<file path="src/rtl/adsr_envelope.sv">
// Four-phase ADSR amplitude envelope. Each strobed sample is scaled by
// level / 2^LEVEL_BITS and registered onto final_sample.
module adsr_envelope #(
    parameter int WIDTH      = 16,
    parameter int LEVEL_BITS = 3,
    parameter int RATE_BITS  = 8
) (
    input  logic                  clk,
    input  logic                  reset,
    input  logic                  note_start,
    input  logic                  note_release,
    input  logic                  generate_next_sample,
    input  logic [WIDTH-1:0]      sample,
    input  logic [RATE_BITS-1:0]  attack_rate,
    input  logic [RATE_BITS-1:0]  decay_rate,
    input  logic [RATE_BITS-1:0]  release_rate,
    input  logic [LEVEL_BITS:0]   sustain_level,
    output logic [WIDTH-1:0]      final_sample,
    output logic [LEVEL_BITS:0]   envelope_level,
    output logic [2:0]            envelope_state
);

    localparam int PROD_W = WIDTH + LEVEL_BITS + 1;
    localparam logic [LEVEL_BITS:0]  FULL     = {1'b1, {LEVEL_BITS{1'b0}}};
    localparam logic [LEVEL_BITS:0]  LVL_ONE  = {{LEVEL_BITS{1'b0}}, 1'b1};
    localparam logic [RATE_BITS-1:0] RATE_ONE = {{(RATE_BITS-1){1'b0}}, 1'b1};

    typedef enum logic [2:0] {
        IDLE    = 3'd0,
        ATTACK  = 3'd1,
        DECAY   = 3'd2,
        SUSTAIN = 3'd3,
        RELEASE = 3'd4
    } state_t;

    state_t                  state_p0, next_state;
    logic [LEVEL_BITS:0]     level_p0, next_level;
    logic [RATE_BITS-1:0]    count_p0, next_count;
    logic [LEVEL_BITS:0]     sustain_clamped;
    logic signed [WIDTH-1:0] sample_p1;

    // Signed sample times unsigned level, floored shift back down to WIDTH.
    function automatic logic signed [WIDTH-1:0] scale(
        input logic signed [WIDTH-1:0] s,
        input logic [LEVEL_BITS:0]     lvl
    );
        logic signed [PROD_W-1:0] prod;
        logic signed [PROD_W-1:0] shifted;
        prod    = $signed({{(LEVEL_BITS+1){s[WIDTH-1]}}, s}) *
                  $signed({{WIDTH{1'b0}}, lvl});
        shifted = prod >>> LEVEL_BITS;
        return shifted[WIDTH-1:0];
    endfunction

    function automatic logic step_due(
        input logic                 strobe,
        input logic [RATE_BITS-1:0] cnt,
        input logic [RATE_BITS-1:0] rate
    );
        return strobe && (cnt == rate - RATE_ONE);
    endfunction

    assign sustain_clamped = (sustain_level > FULL) ? FULL : sustain_level;

    always_ff @(posedge clk or negedge reset) begin
        if (!reset) begin
            state_p0 <= IDLE;
            level_p0 <= '0;
            count_p0 <= '0;
        end else begin
            state_p0 <= next_state;
            level_p0 <= next_level;
            count_p0 <= next_count;
        end
    end

    always_comb begin
        next_state = state_p0;
        next_level = level_p0;
        next_count = count_p0;
        if (note_start) begin
            next_state = ATTACK;
            next_count = '0;
        end else if (note_release &&
                     (state_p0 == ATTACK || state_p0 == DECAY || state_p0 == SUSTAIN)) begin
            next_state = RELEASE;
        end else begin
            case (state_p0)
                IDLE: next_level = '0;
                ATTACK: begin
                    if (level_p0 >= FULL) begin
                        next_state = DECAY;
                    end else if (attack_rate == '0) begin
                        next_level = FULL;
                        next_state = DECAY;
                    end else if (step_due(generate_next_sample, count_p0, attack_rate)) begin
                        next_level = level_p0 + LVL_ONE;
                        next_count = '0;
                        if (level_p0 + LVL_ONE == FULL) next_state = DECAY;
                    end else if (generate_next_sample) begin
                        next_count = count_p0 + RATE_ONE;
                    end
                end
                DECAY: begin
                    if (level_p0 <= sustain_clamped) begin
                        next_state = SUSTAIN;
                    end else if (decay_rate == '0) begin
                        next_level = sustain_clamped;
                        next_state = SUSTAIN;
                    end else if (step_due(generate_next_sample, count_p0, decay_rate)) begin
                        next_level = level_p0 - LVL_ONE;
                        next_count = '0;
                        if (level_p0 - LVL_ONE == sustain_clamped) next_state = SUSTAIN;
                    end else if (generate_next_sample) begin
                        next_count = count_p0 + RATE_ONE;
                    end
                end
                SUSTAIN: next_level = level_p0;
                RELEASE: begin
                    if (level_p0 == '0) begin
                        next_state = IDLE;
                    end else if (release_rate == '0) begin
                        next_level = '0;
                        next_state = IDLE;
                    end else if (step_due(generate_next_sample, count_p0, release_rate)) begin
                        next_level = level_p0 - LVL_ONE;
                        next_count = '0;
                        if (level_p0 == LVL_ONE) next_state = IDLE;
                    end else if (generate_next_sample) begin
                        next_count = count_p0 + RATE_ONE;
                    end
                end
                default: begin
                    next_state = IDLE;
                    next_level = '0;
                end
            endcase
        end
        // Every phase change restarts strobe counting from zero.
        if (next_state != state_p0) next_count = '0;
    end

    // Output stage: scale with the level held at the start of the strobe cycle.
    always_ff @(posedge clk or negedge reset) begin
        if (!reset) begin
            sample_p1 <= '0;
        end else if (generate_next_sample) begin
            sample_p1 <= scale($signed(sample), level_p0);
        end
    end

    always_comb begin
        envelope_state = state_p0;
        envelope_level = level_p0;
        final_sample   = sample_p1;
    end

endmodule

</file>
<file path="config.mk">
export PLATFORM = sky130hd
export DESIGN_NAME = adsr_envelope
export DESIGN_NICKNAME = d
export VERILOG_FILES = /design/src/rtl/adsr_envelope.sv
export SDC_FILE = /design/constraint.sdc
export NUM_CORES = 1
export LEC_CHECK = 0
export ABC_AREA = 1
export CAP_MARGIN = 0
export CORE_MARGIN = 4
export CORE_UTILIZATION = 41
export DETAILED_ROUTE_END_ITERATION = 10
export GPL_ROUTABILITY_DRIVEN = 0
export HOLD_SLACK_MARGIN = 0.06
export PLACE_DENSITY_LB_ADDON = 0.05
export SLEW_MARGIN = 20
export SYNTH_ARGS = -nofsm -noshare
export SYNTH_HDL_FRONTEND = slang
export SYNTH_SLANG_ARGS = --single-unit
export TNS_END_PERCENT = 50
</file>
<file path="constraint.sdc">
create_clock -name clk -period 11.2 [get_ports clk]
set_clock_uncertainty 0.1 [all_clocks]
set_input_delay 2.24 -clock clk [delete_from_list [all_inputs] [get_ports clk]]
set_output_delay 2.24 -clock clk [all_outputs]
set_load 0.02 [all_outputs]
</file>
# Word-level counts from Yosys, hierarchy flattened
# Cells that the tools add are included.
# totals
register_bits,31
inputBits,49
out_inout_bits,23
word_cells,96
# op_classes
n_addsub,6
mul,1
order_cmp,3
eq_ne,24
n_mux,40
n_bitwise,3
reduce_logical,15
# ops
operator,n
$mux 8,13
$mux 3,14
$mux 4,10
$eq 8x8->1,3
$logic_not 8->1,3
$pmux 8 s3,1
$sub 8x1->8 const B,3
$mul 16x5->19,1
$ne 4x3->1 const B,4
$pmux 4 s4,1
$pmux 3 s4,1
$reduce_and 9->1,1
$add 8x1->8 const B,1
$ne 4x4->1 const B,2
$reduce_and 8->1,1
$eq 3x2->1 const B,2
$ne 2x2->1 const B,3
$ne 3x1->1 const B,2
$reduce_bool 5->1,1
$add 4x1->4 const B,1
$eq 4x1->1 const B,1
$eq 4x4->1,1
$eq 4x4->1 const B,1
$ge 4x4->1 const B,1
14 further kinds,20

# Longest topological paths before layout
# Gate-level depths: netlist (run 1).
# depth
depth_word,13
depth_mapped,22
mapped_depth_nobuf,19

# Worst setup path after synthesis (run 1)
# No wires, ideal clock.
# synth_path
kind,input port to flip-flop
from,in sample[3]
to,"reg sample_p1[15], in the netlist final_sample[15]"
setup_ps,130
arrival_time_ps,5097
required_ps,10970
path_slack_ps,5873
cell_stages,19
path_buffers,0
path_cell_list,nand2_1 inv_1 ha_1 inv_1 fa_1 inv_1 fa_1 ha_1 a21oi_1 nand2_1 nand2_1 nand2_1 a21boi_1 o21ai_0 nand2_1 nor2_1 nor2_1 xnor2_1 o21ai_1
# synth_via
elab_chain_len,1
# synth_rtl
item,line,text
"start, declared",13,"input logic [WIDTH-1:0] sample,"
$mul 16x5->19,49,"prod = $signed({{(LEVEL_BITS+1){s[WIDTH-1]}}, s}) *"
"end signal, assigned",148,"sample_p1 <= scale($signed(sample), level_p0);"
"end, declared",40,logic signed [WIDTH-1:0] sample_p1;
# Every way passes these cells.
# A chain may end at the register's enable or synchronous reset.

# Final worst setup path (run 1)
# layout_path
from,in sample[4]
to,"reg sample_p1[15], in the netlist final_sample[15]"
# The elaborated chain is that of the path after synthesis.

==> results of run 1 <==
-- per-stage QoR --
step,util (%),cells
after floorplan,-,821
after global placement,49.51,1042
after detailed placement,49.51,1042
after CTS,50.93,1050
after global routing,50.93,1050
final,50.93,1050
-- layout make-up --
type | count | area [um^2]
fill | 1254 | 5992
inverter | 183 | 686.9
multi-input combinational | 587 | 3647
sequential | 31 | 775.7
clock buffer | 6 | 138.9
clock inverter | 2 | 35.03
timing repair buffer | 73 | 725.7
tap | 168 | 210.2
-- worst min path at each step --
stage                          start          endpoint  slack [ps]  cells past startpoint
floorplan            final_sample[0]   final_sample[0]         480                      2
global placement    final_sample[14]  final_sample[14]         370                      2
detailed placement  final_sample[11]  final_sample[11]         370                      2
CTS                 final_sample[11]  final_sample[11]         390                      2
global route         final_sample[1]   final_sample[1]         410                      2
finish              final_sample[11]  final_sample[11]         380                      2
-- cell usage after synthesis --
cell      instances
nand2_1         236
inv_1           176
nor2_1           57
nand3_1          50
ha_1             47
o21ai_0          35
dfrtp_1          31
fa_1             30
a21oi_1          28
xnor2_1          18
xor2_1           18
nor2_2           13
nand4_1          12
clkbuf_1          8
inv_2             7
or2_2             6
buf_4             5
nand2_2           5
o21ai_1           5
buf_2             3
nor3_1            3
o21bai_1          3
a31oi_1           2
buf_1             2
nand3b_1          2
o31ai_1           2
a21boi_1          1
and2_1            1
and3_1            1
and3b_1           1
buf_6             1
clkbuf_2          1
nand2_4           1
nand3_2           1
nand4_4           1
nor2_4            1
o211ai_1          1
o21a_1            1
o221ai_1          1
o22ai_1           1
or2_0             1
or2_1             1
xnor3_1           1
-- state kept, by name, summed over array words and instances, names as in the netlist --
signal and cells:
envelope_state 3, envelope_level 4, final_sample 16, count_p0 8
-- layer usage --
layer / track usage, % / wire, um / vias to the layer above
met4: 4.178 / 212 / 0
met3: 1.637 / 346 / 15
met1: 23.93 / 6028 / 2285
li1: - / - / 2610
met2: 32.59 / 6432 / 80
met5: 0 / 0 / -
-- cells by family (layout without fill, tap and decap cells) --
family / count (synthesis) / in the layout / share of synthesized area [%]
and+or+nand+nor: 393 / 393 / 32.45
buffers and inverters: 203 / 264 / 15.21
AOI/OAI and AO/OA: 80 / 80 / 8.203
adders and majority gates: 77 / 77 / 22.79
xor gates and xnor gates: 37 / 37 / 6.476
DFF: 31 / 31 / 14.87
-- tightest hold or removal path, delay by kind of cell, from the launching register on --
kind,cells,cell delay (ps)
flip-flops,1,340
AO/OA/AOI/OAI,1,60
AND/OR/NAND/NOR,1,50
-- report_power, final --
| group | leakage, nW | total (mW) | switching (mW) | internal (mW) |
|---|---|---|---|---|
| Clock | 0.0868 | 0.161 | 0.0508 | 0.111 |
| Sequential | 0.407 | 0.211 | 0.0661 | 0.145 |
| Combinational | 3.01 | 0.651 | 0.377 | 0.274 |
-- cells in the final DEF (no fill, tap or decap), types with 7 or more instances in the layout --
cell type,Yosys,layout
nand2_1,236,236
a21oi_1,28,28
xnor2_1,18,18
dfrtp_1,31,31
nor2_1,57,57
nor2_2,13,13
xor2_1,18,18
nand3_1,50,50
fa_1,30,30
inv_1,176,176
o21ai_0,35,35
ha_1,47,47
clkdlybuf4s50_1,0,71
inv_2,7,7
nand4_1,12,12
==> qor.yml, run 1 <==
cts:
  cts.sinks: 31
  cts_setup_buffers: 0
  tritoncts: "done"
  insertion_delay_ps: 280
  clockBufferDepth: 2
  cts_hold_buffers: 0
  ctsResizeCount: 0
  ctsRootBufferMaster: "clkbuf_16"
  clk_pin_slew_ps: 50
  cts_buffers: 5
  htree_levels: 2
routing:
  drt_pass1_iterations: 4
  drc: 0
  drt-total-wl_um: 13020
  antenna_left: 0
  drt_iter0_drc: 266
  num_vias: 4990
  wire_per_inst_um: 12.40
  viasPerCell: 4.752
placed_design:
  hpwl_um: 10710
  place_ws_ps: 5069
  io_buffers: 71
  placed_area_mm2: 0.006046
critical_path:
  cp.depth: 20
  crit_start: "sample[4]"
  crit_path_end_kind: "flop"
  cp_slowest_stage_delay_ps: 540
  crit_end: "final_sample[15]"
  rrSetupSlack_ps: 6830
  path_delay_family: "adder cells"
  crit_slowest_cell: "fa_1"
  r2r_start: "envelope_level[3]"
  path_buf_inv: 5
  cp.required_ps: 11230
  timing.critical_path.from_type: "input port"
  criticalPathCategory: "in2reg"
  r2r-end: "final_sample[15]"
  arrival_ps: 5870
  worst_r2r_path_depth: 19
  crit_chain: "clkdlybuf4s50_1 > nand2_1 > inv_1 > ha_1 > inv_1 > fa_1 > inv_1 > fa_1 > ha_1 > inv_1 > nor3_1 > nand2_1 > nand2_1 > a21boi_1 > o21ai_0 > nand2_1 > nor2_1 > nor2_1 > xnor2_1 > o21ai_1"
  worstPathMaxFanout: 4
global_routing:
  antenna_found_initial: 0
  grt_first_pass_wirelength_um: 22160
  grt_pass1_vias: 4837
  grt_max_degree: 32
  overflow: 0
  grt_usage_pct: 18.26
synth:
  syn-num-nets: 947
  synth_area_mm2: 0.005216
  synth_area_per_cell_um2: 6.354
  netlist-cell-type-count: 43
  synthesis.instances: 821
  yosys_warnings: 0
  ys_seq_elements: 31
  synth-seq-area-share_pct: 14.87
  yosys.area.top_type_share_pct: 16.98
  synth_area_leader_cell: "nand2_1"
  synth_area_leaders: "nand2_1 17%, dfrtp_1 15%, inv_1 13%, fa_1 12%, ha_1 11%"
sta:
  hold_violations: 0
  min_period_over_period_pct: 52.16
  finalSetupViolCount: 0
  fin_ws_ps: 5358
  fmax_ghz: 0.1712
  fin_setup_tns_ps: 0
  worst_pin_slew_ps: 1020
  hold_ws_ps: 380.8
  finalMaxSlewViolations: 0
  rsz0062_at_grt: "false"
  relSlewSlack_pct: 32.00
  layout_min_cycle_time_ps: 5842
floorplanning:
  num_io_pins: 72
  die_h_um: 120.8
  core.rowCount: 40
  fp.dieW_um: 120.8
  die-area_mm2: 0.01459
  start_util_pct: 42.72
  fp.coreArea_mm2: 0.01221
pwr:
  p_leak_nw: 3.508
  p_per_area_mw_per_mm2: 164.6
  ir_drop_mv: 0.05788
  power_mw: 1.024
run_status:
  status: "finished clean"
final_layout:
  area_delta_synth_final_pct: 19.24
  fin_area_mm2: 0.006220
  final_net_count: 1007
  diodes: 0
  drive_gt1_share_pct: 5.102
job:
  max-cap-violations: 0
worst_hold_path:
  hp-class: "reg2reg"
Power figures use the tool's default switching activity.
==> run 2, diff against run 1 <==
==> constraint.sdc (replaced) <==
create_clock -name clk -period 5.8 [get_ports clk]
set_clock_uncertainty 0.1 [all_clocks]
set_input_delay 1.16 -clock clk [delete_from_list [all_inputs] [get_ports clk]]
set_output_delay 1.16 -clock clk [all_outputs]
set_load 0.02 [all_outputs]
==> run 2 against run 1 <==
Power increased by 93%. Wire length decreased by 1.8%. Final area increased by 0.24%. Critical path type unchanged. Register-to-register slack got worse by 5200 ps. Critical path depth unchanged.
==> qor.yml, run 2 (synthesis gave the netlist of run 1 again) <==
run_status:
  status: "finished clean"  # unchanged
critical_path:
  crit_path_end_kind: "flop"  # unchanged
  arrival_ps: 4750  # was 5870 ps
  criticalPathCategory: "in2reg"  # unchanged
  path_buf_inv: 5  # unchanged
  path_delay_family: "adder cells"  # unchanged
  worstPathMaxFanout: 4  # unchanged
  timing.critical_path.from_type: "input port"  # unchanged
  crit_chain: "clkdlybuf4s50_1 > nand2_1 > inv_1 > ha_1 > inv_1 > fa_1 > inv_1 > fa_1 > ha_1 > inv_1 > nor3_1 > nand2_1 > nand2_1 > a21boi_1 > o21ai_0 > nand2_1 > nor2_1 > nor2_1 > xnor2_1 > o21ai_1"  # unchanged
  cp_slowest_stage_delay_ps: 530  # was 540 ps
  cp.required_ps: 5850  # was 11,230 ps
  crit_slowest_cell: "fa_1"  # unchanged
final_layout:
  largest_reg_flops: 16  # unchanged
  mostFrequentLayoutCell: "nand2_1"  # unchanged
  final_net_count: 1009  # was 1,007
  diodes: 0  # unchanged
  drive_gt1_share_pct: 5.317  # was 5.102%
  final_cell_mix: "236 x nand2_1, 176 x inv_1, 71 x clkdlybuf4s50_1"  # unchanged
  area_delta_synth_final_pct: 19.53  # was 19.24%
pwr:
  p_sw_mw: 0.9479  # was 0.4943 mW
  pwr-share-clk_pct: 15.7  # was 15.8%
  p_leak_nw: 3.518  # was 3.508 nW
  swShare_pct: 48.03  # was 48.28%
  p_seq_share_pct: 20.1  # was 20.6%
  ir_drop_mv: 0.1163  # was 0.05788 mV
  intPower_mw: 1.026  # was 0.5294 mW
  p_per_area_mw_per_mm2: 316.5  # was 164.6 mW/mm^2
  combPwrFrac_pct: 64.2  # was 63.6%
cts:
  cts_buffers: 5  # unchanged
  ctsResizeCount: 0  # unchanged
  htree_levels: 2  # unchanged
  cts.sinks: 31  # unchanged
  clockBufferDepth: 2  # unchanged
  cts_hold_buffers: 0  # unchanged
  insertion_delay_ps: 280  # about the same
  cts_setup_buffers: 0  # unchanged
  clk_pin_slew_ps: 50  # about the same
  tritoncts: "done"  # unchanged
  ctsRootBufferMaster: "clkbuf_16"  # unchanged
sta:
  finalMaxSlewViolations: 0  # unchanged
  relSlewSlack_pct: 39.92  # was 32.00%
  hold_violations: 0  # unchanged
  layout_min_cycle_time_ps: 4704
  worst_pin_slew_ps: 901.2  # was 1020 ps
  hold_ws_ps: 385.4  # was 380.8 ps
  min_period_over_period_pct: 81.10
  rsz0062_at_grt: "false"  # unchanged
  fmax_ghz: 0.2126
  finalSetupViolCount: 0  # unchanged
  fin_setup_tns_ps: 0  # unchanged
placed_design:
  hpwl_um: 10740  # was 10,710 um
  io_buffers: 71  # unchanged
routing:
  drt-total-wl_um: 12790  # was 13,020 um
  drt_pass1_iterations: 5  # was 4
  wire_per_inst_um: 12.16  # was 12.40 um
  num_vias: 4996  # was 4,990
  antenna_left: 0  # unchanged
  viasPerCell: 4.749  # was 4.752
  drc: 0  # unchanged
  drt_iter0_drc: 212  # was 266
floorplanning:
  die-area_mm2: 0.01459  # unchanged
  die_h_um: 120.8  # unchanged
  core.rowCount: 40  # unchanged
  num_io_pins: 72  # unchanged
  fp.dieW_um: 120.8  # unchanged
  fp.coreArea_mm2: 0.01221  # unchanged
  start_util_pct: 42.72  # unchanged
global_routing:
  grt_max_degree: 32  # unchanged
  grt_pass1_vias: 4869  # was 4,837
  overflow: 0  # unchanged
  antenna_found_initial: 0  # unchanged
  grt_usage_pct: 17.92  # was 18.26%
  grt_first_pass_wirelength_um: 21740  # was 22,160 um
worst_hold_path:
  hp-class: "reg2reg"  # unchanged
job:
  max-cap-violations: 0  # unchanged
[run 2: layer usage]
layer  track usage [%]  vias up  routed length [um]
met5                 0        -                   0
met4             3.541        0                 107
met3             1.824        6                 449
met2             33.64       92                6441
met1             22.18     2287                5791
li1                  -     2611                   -
[run 2: final timing paths]
check	from	to	slack [ps]	cells past startpoint
worst max-delay path	sample[4]	final_sample[15]	1100	20
worst min-delay path	final_sample[14]	final_sample[14]	390	2
worst max register to register	envelope_level[2]	final_sample[15]	1590	19
worst min register to register	final_sample[14]	final_sample[14]	390	2
max in group asynchronous	reset	count_p0[3]	4080	2
min in group asynchronous	reset	envelope_state[1]	1190	2
[run 2: power by group through the flow]
stage	Sequential [mW]	Clock, mW	Combinational (mW)
after global routing	0.413	0.328	1.47
final	0.397	0.309	1.27
after CTS	0.402	0.315	1.29
after detailed placement	0.406	0	1.27
after global placement	0.403	0	1.26
after floorplan	0.400	0	0.902
[run 2: through the flow]
| stage | area [um^2] | utilization [%] | setup slack (ps) | power, mW | std cells |
|---|---|---|---|---|---|
| 6_report | 6235 | 51.06 | 1096 | 1.974 | 1052 |
| 5_1_grt | 6235 | 51.06 | 735.1 | 2.209 | 1052 |
| 3_3_place_gp | 6061 | 49.63 | 846.3 | 1.665 | 1044 |
| 3_5_place_dp | 6061 | 49.63 | 770.4 | 1.681 | 1044 |
| 2_1_floorplan | 5216 | - | 1538 | 1.302 | 821 |
| 4_1_cts | 6235 | 51.06 | 1047 | 2.005 | 1052 |
[run 2: cell type report]
type                       count  area [um^2]
clock inverter                 2        35.03
tap                          168        210.2
clock buffer                   6        138.9
inverter                     183        686.9
timing repair buffer          75        740.7
sequential                    31        775.7
fill                        1316         5977
multi-input combinational    587         3647
[run 2: worst reg2reg max path, delay by kind of cell, from the launching register on]
family,cells,cell delay [ps]
AOI/OAI and AO/OA,3,430
DFF,1,930
xor gates and xnor gates,1,130
buffers and inverters,3,210
and+or+nand+nor,8,750
adders and majority gates,4,1520
